### src/rtl/alu_mul_seq_if.sv
// Request/result and ALU-drive bundle for the shift-add multiply sequencer.
// Latency: n/a (wires only).
// Backpressure: none; start is a level request that is only honoured in IDLE.
interface alu_mul_seq_if #(
  parameter int WIDTH = 64
);
  // request side
  logic             start;
  logic [WIDTH-1:0] op_a;
  logic [WIDTH-1:0] op_b;
  // result side
  logic             busy;
  logic             done;
  logic [WIDTH-1:0] product;
  logic             carry;
  // ALU drive
  logic [WIDTH-1:0] alu_a;
  logic [WIDTH-1:0] alu_b;
  logic [4:0]       alu_fs;
  logic             alu_c0;
  // ALU return, {v,c,n,z}
  logic [WIDTH-1:0] alu_out;
  logic [3:0]       alu_status;

  // Requester plus ALU side: issues operands, returns ALU results.
  modport master (
    output start, op_a, op_b, alu_out, alu_status,
    input  busy, done, product, carry, alu_a, alu_b, alu_fs, alu_c0
  );

  // Sequencer side.
  modport slave (
    input  start, op_a, op_b, alu_out, alu_status,
    output busy, done, product, carry, alu_a, alu_b, alu_fs, alu_c0
  );
endinterface

### src/rtl/alu_mul_seq.sv
// Iterative shift-add multiplier borrowing the shared 64-bit ALU, one ALU op per cycle.
// Latency: 1 + 3 per set bit + 2 per clear bit of op_b up to its highest set bit (1..193 cycles).
// Backpressure: busy high outside IDLE; start while busy is dropped, product held until next start.
module alu_mul_seq #(
  parameter int WIDTH = 64,
  parameter int CNT_W = 6
) (
  input  logic           clk,
  input  logic           rst_n,
  alu_mul_seq_if.slave   bus
);

  // ALU function-select encodings used by this sequencer
  localparam logic [4:0] FS_NOP = 5'b00000;
  localparam logic [4:0] FS_ADD = 5'b01000;
  localparam logic [4:0] FS_SHL = 5'b10000;
  localparam logic [4:0] FS_SHR = 5'b10100;

  // ALU status bit positions, {v,c,n,z}
  localparam int ST_C = 2;
  localparam int ST_Z = 0;

  localparam logic [CNT_W-1:0] LAST_BIT = CNT_W'(WIDTH - 1);

  typedef enum logic [2:0] {
    S_IDLE = 3'd0,
    S_ADD  = 3'd1,
    S_SHL  = 3'd2,
    S_SHR  = 3'd3,
    S_DONE = 3'd4
  } state_t;

  state_t           state;
  state_t           state_nxt;

  logic [WIDTH-1:0] m_reg;     // multiplicand, shifted left each bit
  logic [WIDTH-1:0] q_reg;     // multiplier, shifted right each bit
  logic [WIDTH-1:0] p_reg;     // partial product
  logic [CNT_W-1:0] cnt;       // index of the multiplier bit being processed
  logic [WIDTH-1:0] product_reg;
  logic             carry_reg;

  logic             accept;
  logic             last_shift;

  // A request is taken only from IDLE; anything else is ignored.
  assign accept = (state == S_IDLE) && bus.start;

  // Stop shifting once the multiplier has run out of set bits, or all bits are spent.
  assign last_shift = bus.alu_status[ST_Z] || (cnt == LAST_BIT);

  // State register.
  always_ff @(posedge clk or negedge rst_n) begin
    if (!rst_n) begin
      state <= S_IDLE;
    end else begin
      state <= state_nxt;
    end
  end

  // Next-state decode: ADD only for set multiplier bits, every bit gets SHL then SHR.
  always_comb begin
    state_nxt = state;
    case (state)
      S_IDLE: begin
        if (bus.start) begin
          if (bus.op_b == '0) begin
            state_nxt = S_DONE;
          end else if (bus.op_b[0]) begin
            state_nxt = S_ADD;
          end else begin
            state_nxt = S_SHL;
          end
        end
      end
      S_ADD:  state_nxt = S_SHL;
      S_SHL:  state_nxt = S_SHR;
      S_SHR: begin
        if (last_shift) begin
          state_nxt = S_DONE;
        end else if (bus.alu_out[0]) begin
          state_nxt = S_ADD;
        end else begin
          state_nxt = S_SHL;
        end
      end
      S_DONE: state_nxt = S_IDLE;
      default: state_nxt = S_IDLE;
    endcase
  end

  // Output decode: ALU operands/function from state and working registers, plus status flags.
  always_comb begin
    bus.alu_a  = '0;
    bus.alu_b  = '0;
    bus.alu_fs = FS_NOP;
    bus.alu_c0 = 1'b0;
    bus.busy   = (state != S_IDLE);
    bus.done   = (state == S_DONE);
    case (state)
      S_ADD: begin
        bus.alu_a  = p_reg;
        bus.alu_b  = m_reg;
        bus.alu_fs = FS_ADD;
      end
      S_SHL: begin
        bus.alu_a  = m_reg;
        bus.alu_b  = WIDTH'(1);
        bus.alu_fs = FS_SHL;
      end
      S_SHR: begin
        bus.alu_a  = q_reg;
        bus.alu_b  = WIDTH'(1);
        bus.alu_fs = FS_SHR;
      end
      default: begin
        bus.alu_a  = '0;
        bus.alu_b  = '0;
        bus.alu_fs = FS_NOP;
      end
    endcase
  end

  // Working registers: capture operands on accept, then write back the ALU result of each op.
  always_ff @(posedge clk or negedge rst_n) begin
    if (!rst_n) begin
      m_reg     <= '0;
      q_reg     <= '0;
      p_reg     <= '0;
      cnt       <= '0;
      carry_reg <= 1'b0;
    end else begin
      case (state)
        S_IDLE: begin
          if (accept) begin
            m_reg     <= bus.op_a;
            q_reg     <= bus.op_b;
            p_reg     <= '0;
            cnt       <= '0;
            carry_reg <= 1'b0;
          end
        end
        S_ADD: begin
          p_reg     <= bus.alu_out;
          // sticky: any wrap of the partial product is reported
          carry_reg <= carry_reg | bus.alu_status[ST_C];
        end
        S_SHL: begin
          m_reg <= bus.alu_out;
        end
        S_SHR: begin
          q_reg <= bus.alu_out;
          if (!last_shift) begin
            cnt <= cnt + 1'b1;
          end
        end
        default: begin
          m_reg <= m_reg;
        end
      endcase
    end
  end

  // Result register: loaded on the edge entering DONE so it is valid alongside the done pulse.
  always_ff @(posedge clk or negedge rst_n) begin
    if (!rst_n) begin
      product_reg <= '0;
    end else if (state_nxt == S_DONE && state != S_DONE) begin
      // a zero multiplier goes straight from IDLE, where p_reg still holds the old result
      product_reg <= (state == S_IDLE) ? '0 : p_reg;
    end
  end

  assign bus.product = product_reg;
  assign bus.carry   = carry_reg;

endmodule
### src/flat_wrapper.sv
// flat-port wrapper written by rule: the top's interface ports become plain ports
module alu_mul_seq_flat 
#(
  parameter int WIDTH = 64,
  parameter int CNT_W = 6
)
  (clk, rst_n, bus_start, bus_op_a, bus_op_b, bus_alu_out, bus_alu_status, bus_busy, bus_done, bus_product, bus_carry, bus_alu_a, bus_alu_b, bus_alu_fs, bus_alu_c0);
  alu_mul_seq_if #(.WIDTH(WIDTH)) bus_i ();
  input  logic clk;
  input  logic rst_n;
  input wire logic [$bits(bus_i.start)-1:0] bus_start;
  input wire logic [$bits(bus_i.op_a)-1:0] bus_op_a;
  input wire logic [$bits(bus_i.op_b)-1:0] bus_op_b;
  input wire logic [$bits(bus_i.alu_out)-1:0] bus_alu_out;
  input wire logic [$bits(bus_i.alu_status)-1:0] bus_alu_status;
  output wire logic [$bits(bus_i.busy)-1:0] bus_busy;
  output wire logic [$bits(bus_i.done)-1:0] bus_done;
  output wire logic [$bits(bus_i.product)-1:0] bus_product;
  output wire logic [$bits(bus_i.carry)-1:0] bus_carry;
  output wire logic [$bits(bus_i.alu_a)-1:0] bus_alu_a;
  output wire logic [$bits(bus_i.alu_b)-1:0] bus_alu_b;
  output wire logic [$bits(bus_i.alu_fs)-1:0] bus_alu_fs;
  output wire logic [$bits(bus_i.alu_c0)-1:0] bus_alu_c0;
  assign bus_i.start = bus_start;
  assign bus_i.op_a = bus_op_a;
  assign bus_i.op_b = bus_op_b;
  assign bus_i.alu_out = bus_alu_out;
  assign bus_i.alu_status = bus_alu_status;
  assign bus_busy = bus_i.busy;
  assign bus_done = bus_i.done;
  assign bus_product = bus_i.product;
  assign bus_carry = bus_i.carry;
  assign bus_alu_a = bus_i.alu_a;
  assign bus_alu_b = bus_i.alu_b;
  assign bus_alu_fs = bus_i.alu_fs;
  assign bus_alu_c0 = bus_i.alu_c0;
  alu_mul_seq #(.WIDTH(WIDTH), .CNT_W(CNT_W)) u_core (.clk(clk), .rst_n(rst_n), .bus(bus_i));
endmodule
### config.mk
export PLATFORM = sky130hd
export DESIGN_NAME = alu_mul_seq_flat
export DESIGN_NICKNAME = d
export VERILOG_FILES = /design/src/rtl/alu_mul_seq_if.sv /design/src/rtl/alu_mul_seq.sv /design/src/flat_wrapper.sv
export SDC_FILE = /design/constraint.sdc
export NUM_CORES = 1
export LEC_CHECK = 0
export CAP_MARGIN = 20
export CORE_MARGIN = 5
export CORE_UTILIZATION = 52
export CTS_CLUSTER_DIAMETER = 30
export DETAILED_ROUTE_END_ITERATION = 8
export PLACE_DENSITY = 0.84
export RECOVER_POWER = 100
export SLEW_MARGIN = 15
export SYNTH_ARGS = -nofsm -noshare
export SYNTH_HDL_FRONTEND = slang
export SYNTH_SLANG_ARGS = --single-unit
### constraint.sdc
create_clock -name clk -period 5 [get_ports clk]
set_clock_uncertainty 0.1 [all_clocks]
set_input_delay 1 -clock clk [delete_from_list [all_inputs] [get_ports clk]]
set_output_delay 1 -clock clk [all_outputs]
set_load 0.01 [all_outputs]
* Word level (Yosys, flattened, before mapping) *
Index checks and enable logic that the tools add are counted.

operators by class
  $add $sub $neg = 1
  equality and inequality tests = 9
  muxes and demuxes = 21
  bitwise logic cells = 1
  reduce and logical (&&, ||, !) cells = 14

operators with widths
  cell                                                                      count
  64-bit one-hot mux with 2 select lines                                    4
  64-bit two-way mux                                                        4
  64-bit one-hot mux with 3 select lines                                    1
  64-bit logical NOT                                                        1
  5-bit one-hot mux with 3 select lines                                     1
  6-bit two-way mux                                                         2
  3-bit one-hot mux with 4 select lines                                     1
  6-bit one-hot mux with 2 select lines                                     1
  3-bit two-way mux                                                         3
  6-bit by 1-bit adder with 6-bit output (second input constant)            1
  3-bit by 2-bit equality test with 1-bit output (second input constant)    2
  3-bit equality test (second input constant)                               2
  6-bit equality test (second input constant)                               1
  2-bit AND reduction                                                       3
  2-bit nonzero test                                                        3
  2-bit two-way mux                                                         2
  3-bit by 1-bit equality test with 1-bit output (second input constant)    1
  3-bit logical NOT                                                         1
  3-bit inequality test (second input constant)                             1
  3-bit AND reduction                                                       1
  3-bit nonzero test                                                        1
  1-bit logical AND                                                         2
  2-bit by 1-bit inequality test with 1-bit output (second input constant)  1
  2-bit inequality test (second input constant)                             1
  other kinds (5)                                                           5

word-level totals
  flip-flop bits (word level) = 266
  bits of input ports = 199
  output and inout port bits = 201
  logic and storage cells = 53

* Depth between registers and ports, before layout *
Gate-level depths: netlist (run 1).

  depth after elaboration = 6
  gate-level depth with buffers = 7
  gate-level depth less buffers = 5

* Worst setup path before layout (run 1) *
OpenSTA, ideal clock, no wires.

  kind = register to output
  start = reg u_core.state[1]
  end = out bus_alu_a[35]
  arrival time = 1.506 ns
  data required time = 3.900 ns
  path slack = 2.394 ns
  cell stages (with the launch flop) = 7
  buffers on the path = 3
  path through = dfrtp_1 -> buf_2 -> buf_2 -> buf_2 -> mux2_2 -> a22oi_1 -> nor2_1

on the way
  word-level cells in the longest chain between the ends = 2
  elaborated cells on any way between the ends = 4
  those cells by class = 3 x eq/ne; 1 x mux

RTL lines
  element                                                                                                                  line                text
  from (decl)                                                                                                              alu_mul_seq.sv:33   state_t state;
  from (signal assigned)                                                                                                   alu_mul_seq.sv:57   state <= state_nxt;
  3-bit by 2-bit equality test with 1-bit output / 3-bit by 1-bit equality test with 1-bit output (equally long branches)  alu_mul_seq.sv:100  case (state)
  64-bit one-hot mux with 3 select lines *                                                                                 alu_mul_seq.sv:100
  to (decl)                                                                                                                flat_wrapper.sv:20  output wire logic [$bits(bus_i.alu_a)-1:0] bus_alu_a;

Every way passes the cells marked *; elsewhere a longest branch is shown, timed or not.

* Worst setup path in the final report (run 1) *
  start = reg u_core.state[1]
  end = reg u_core.cnt[4]

on the way
  word-level cells in the longest chain between the ends = 4
  elaborated cells on any way between the ends = 8
  those cells by class = 3 x eq/ne; 1 x mux; 4 x reduce/logical

RTL lines
  element                                                     line                                   text
  3-bit logical NOT                                           alu_mul_seq.sv:47, alu_mul_seq.sv:133
  1-bit logical AND                                           alu_mul_seq.sv:47                      assign accept = (state == S_IDLE) && bus.start;
  2-bit by 1-bit inequality test with 1-bit output (no line)  n/a
  3-bit AND reduction (no line)                               n/a
  to (signal assigned)                                        alu_mul_seq.sv:154                     cnt <= cnt + 1'b1;
  to (decl)                                                   alu_mul_seq.sv:39                      logic [CNT_W-1:0] cnt;

Several ways; a longest one is shown, not always the timed one.
A chain may end at the register's enable or synchronous reset.

==> results of run 1 <==
power by group through the flow:
stage | clock network, W | logic [W] | registers [W]
detailed placement | 0 | 0.00624 | 0.00394
global route | 0.00397 | 0.00652 | 0.00406
CTS | 0.00386 | 0.00633 | 0.00393
floorplan | 0 | 0.00359 | 0.00369
finish | 0.00383 | 0.00601 | 0.00396
global placement | 0 | 0.00610 | 0.00387
kinds of logic (layout without fill, tap and decap cells):
group | after synthesis | in the layout | share of synthesized area
AOI/OAI and AO/OA | 273 | 273 | 0.128
xor gates and xnor gates | 1 | 1 | 0.000647
adders and majority gates | 1 | 1 | 0.000924
buffers and inverters | 131 | 530 | 0.0467
DFF | 266 | 266 | 0.492
muxes | 195 | 195 | 0.150
other | 1 | 6 | 0.000277
and+or+nand+nor | 559 | 559 | 0.181
stage by stage:
step	hold WS [ns]	power [W]	instance area, um2	cells
6_report	0.367	0.0138	19500	2166
5_1_grt	0.393	0.0145	19500	2166
4_1_cts	0.369	0.0141	19600	2163
3_5_place_dp	0.357	0.0102	17600	2061
3_3_place_gp	0.352	0.00997	17600	2061
2_1_floorplan	0.340	0.00728	13500	1429
Yosys cell counts (all sizes together):
cell / number
nor2b: 3
a22oi: 127
nor2: 69
nand2: 327
nand4: 5
or3b: 1
nor4: 17
o211a: 1
o21bai: 1
mux2: 64
o22ai: 1
dfrtp: 266
xnor2: 1
or4b: 1
o211ai: 1
nor3b: 1
nor4b: 1
nor3: 2
o21ai: 67
inv: 5
a41oi: 1
buf: 65
o2111a: 1
and2: 63
nand3b: 1
conb: 1
clkbuf: 61
nand4b: 1
or3: 2
ha: 1
a21o: 1
a31oi: 2
a21oi: 68
a22o: 1
mux2i: 131
o32ai: 1
nand3: 65
worst min-delay path by stage:
stage,start,to
detailed placement,u_core.q_reg[27],u_core.q_reg[27]
finish,u_core.q_reg[37],u_core.q_reg[37]
global route,u_core.q_reg[28],u_core.q_reg[28]
global placement,u_core.q_reg[39],u_core.q_reg[39]
floorplan,u_core.q_reg[10],u_core.q_reg[10]
CTS,u_core.q_reg[37],u_core.q_reg[37]
worst max-delay path, cell delays in order (launching register included):
cell	delay [ns]
dfrtp_4	0.96
buf_4	0.51
or4b_1	2.36
nand2_1	0.14
a41oi_1	0.32
nor3_1	0.08
area by class of cell:
class | instances | area [um2] | area share
Sequential cell | 266 | 6670 | 0.342
Multi-Input combinational cell | 1032 | 6250 | 0.321
Timing Repair Buffer | 423 | 4150 | 0.213
Clock buffer | 69 | 1520 | 0.0780
Clock inverter | 33 | 453 | 0.0232
Tap cell | 335 | 419 | 0.0215
Inverter | 5 | 21.3 | 0.00109
Antenna cell | 3 | 7.51 | 0.000385
metal layers:
layer / wire length, um / up-vias
met5: 0 / -
met2: 23900 / 750
li1: - / 5693
met4: 2510 / 0
met1: 18900 / 6341
met3: 4370 / 170
==> key figures, run 1 <==
Synthesis
  – Most area-consuming cells after synthesis: dfrtp_1 49%, mux2i_1 9.7%, nand2_1 9.1%, a22oi_1 7.0%, mux2_2 5.3%
  – Seq cells post-synth: between 200 and 300
  – Syn_area_per_cell: 9.48 um2
  – Leading area contributor after synthesis: dfrtp_1
  – Synth warn: 0
  – Count of different cell masters after synthesis: 44
  – Post-synthesis sequential area ratio: 0.492
  – Mapped cell area: 13500 um2
  – Top cell type's share of synthesized area: 0.492
  – Synth Instances: 1427

Critical path
  – Worst path arrival time: ~5 ns
  – Worst Reg-to-Reg Cells: 5
  – Crit-path max FO: between 70 and 80
  – Req. time, crit path: 5.31 ns
  – Setup CP Type: reg2reg
  – Worst setup EP type: register
  – CP Launch Point: u_core.state[1]
  – R2r endpoint: u_core.cnt[4]
  – Reg-to-reg startpoint: u_core.state[1]
  – Worst setup path end: u_core.cnt[4]
  – Reg2Reg Setup Slack: 0.35 ns
  – Critical Path Source Type: register

Clock network
  – CTS Hold Bufs: 0
  – Clock buffer count from CTS: 55
  – Max Buffers Root-to-Sink: 3
  – CTS H-tree depth: 2
  – Clock transition at path regs: 0.05 ns
  – TritonCTS clock tree: yes
  – CTS root buf: clkbuf_16
  – Post_cts resized: 0
  – Post-CTS Setup Inserts: 0
  – Clk sinks: between 200 and 300
  – Worst-skew pair later-pin latency: 0.54 ns

Global route
  – Pin count of the biggest net entering global routing: 124
  – Met2 usage in global routing: 0.524
  – GRT met1 Usage: 0.425
  – Met3 usage: 0.0710
  – GR peak layer: met2
  – Overflow after GRT: 0
  – Initial antenna violation count: 3
  – First-pass GRT wire length: 75.6 mm
  – Vias in the first global route: 13500
  – GRT Util Overall: 0.327

Outcome
  – Failing checks: capacitance limit, slew limit
  – Status: finished, violations left

Die
  – Top Ports: 400
  – Die area: roughly 30000 um2
  – Die Wd: roughly 170 um
  – Std-Cell Rows: 59
  – Core box area: 25800 um2
  – Starting density of the core: 0.524
  – Die Y: 171 um

Place
  – DP HPWL: 31.9 mm
  – Global placer's final weighted congestion: 0.865
  – Setup WS pre-CTS: 1.19 ns
  – Port Buf Inserts: a little under 400

Final layout
  – Commonest non-fill, non-tap cell in the layout: nand2_1
  – Commonest cells after routing, fill and taps aside: 327 x nand2_1, 263 x dfrtp_1, 213 x clkdlybuf4s50_1, 180 x dlygate4sd3_1, 131 x mux2i_1
  – Share of layout cells above drive strength 1: 0.106
  – Fin util: 0.754
  – Fillers: 1754
  – Area growth syn-to-layout: 44.0%
  – Fin nets: 1983

Job
  – Max-cap violations: 4

Power and ir drop
  – Comb pwr share: 0.436
  – P_int: 0.00847 W
  – Clock network power share: 0.278
  – Psw: 0.00533 W
  – Switching share of total power: 0.386
  – Sequential share of power: 0.287
  – Max IR drop VDD: roughly 410 uV
  – Cell Pwr Density: 708 nW/um2
  – Leakage power: 8.97 nW

Timing
  – Slew @ Worst Pin: 3.17 ns
  – Final-report hold violation count: 0
  – Max-slew violations: 289
  – Final Setup Violations: 0
  – Period minus WS final: ~4.7 ns
  – Final period util: 0.931
  – F_max: 0.215 GHz
  – Unrepaired setup endpoints after global routing: no
  – Relative slew slack: -1.11
  – Setup TNS: 0 ns
  – PnR worst setup slack: 0.347 ns

Detailed routing
  – Routed vias: approximately 13000
  – Drt initial violations: 1283
  – Drt first pass iters: 6
  – WL per Instance: approximately 23 um
  – DRC: 0
  – WL final: 49.6 mm
  – Post-DR vias/cell: 5.98
  – Antenna Violating Nets Remaining: 0

Hold path
  – Hold Path Depth: 2
  – Tightest Hold Check Type: reg2reg
Power figures use the tool's default switching activity.
==> run 2, diff against run 1 <==
--- a/config.mk
+++ b/config.mk
@@ -10,6 +10,7 @@
 export CORE_UTILIZATION = 52
 export CTS_CLUSTER_DIAMETER = 30
 export DETAILED_ROUTE_END_ITERATION = 8
+export HOLD_SLACK_MARGIN = 0.15
 export PLACE_DENSITY = 0.84
 export RECOVER_POWER = 100
 export SLEW_MARGIN = 15
==> results of run 2 <==
No change in the layout: final DEF, timing and power equal those of run 1.
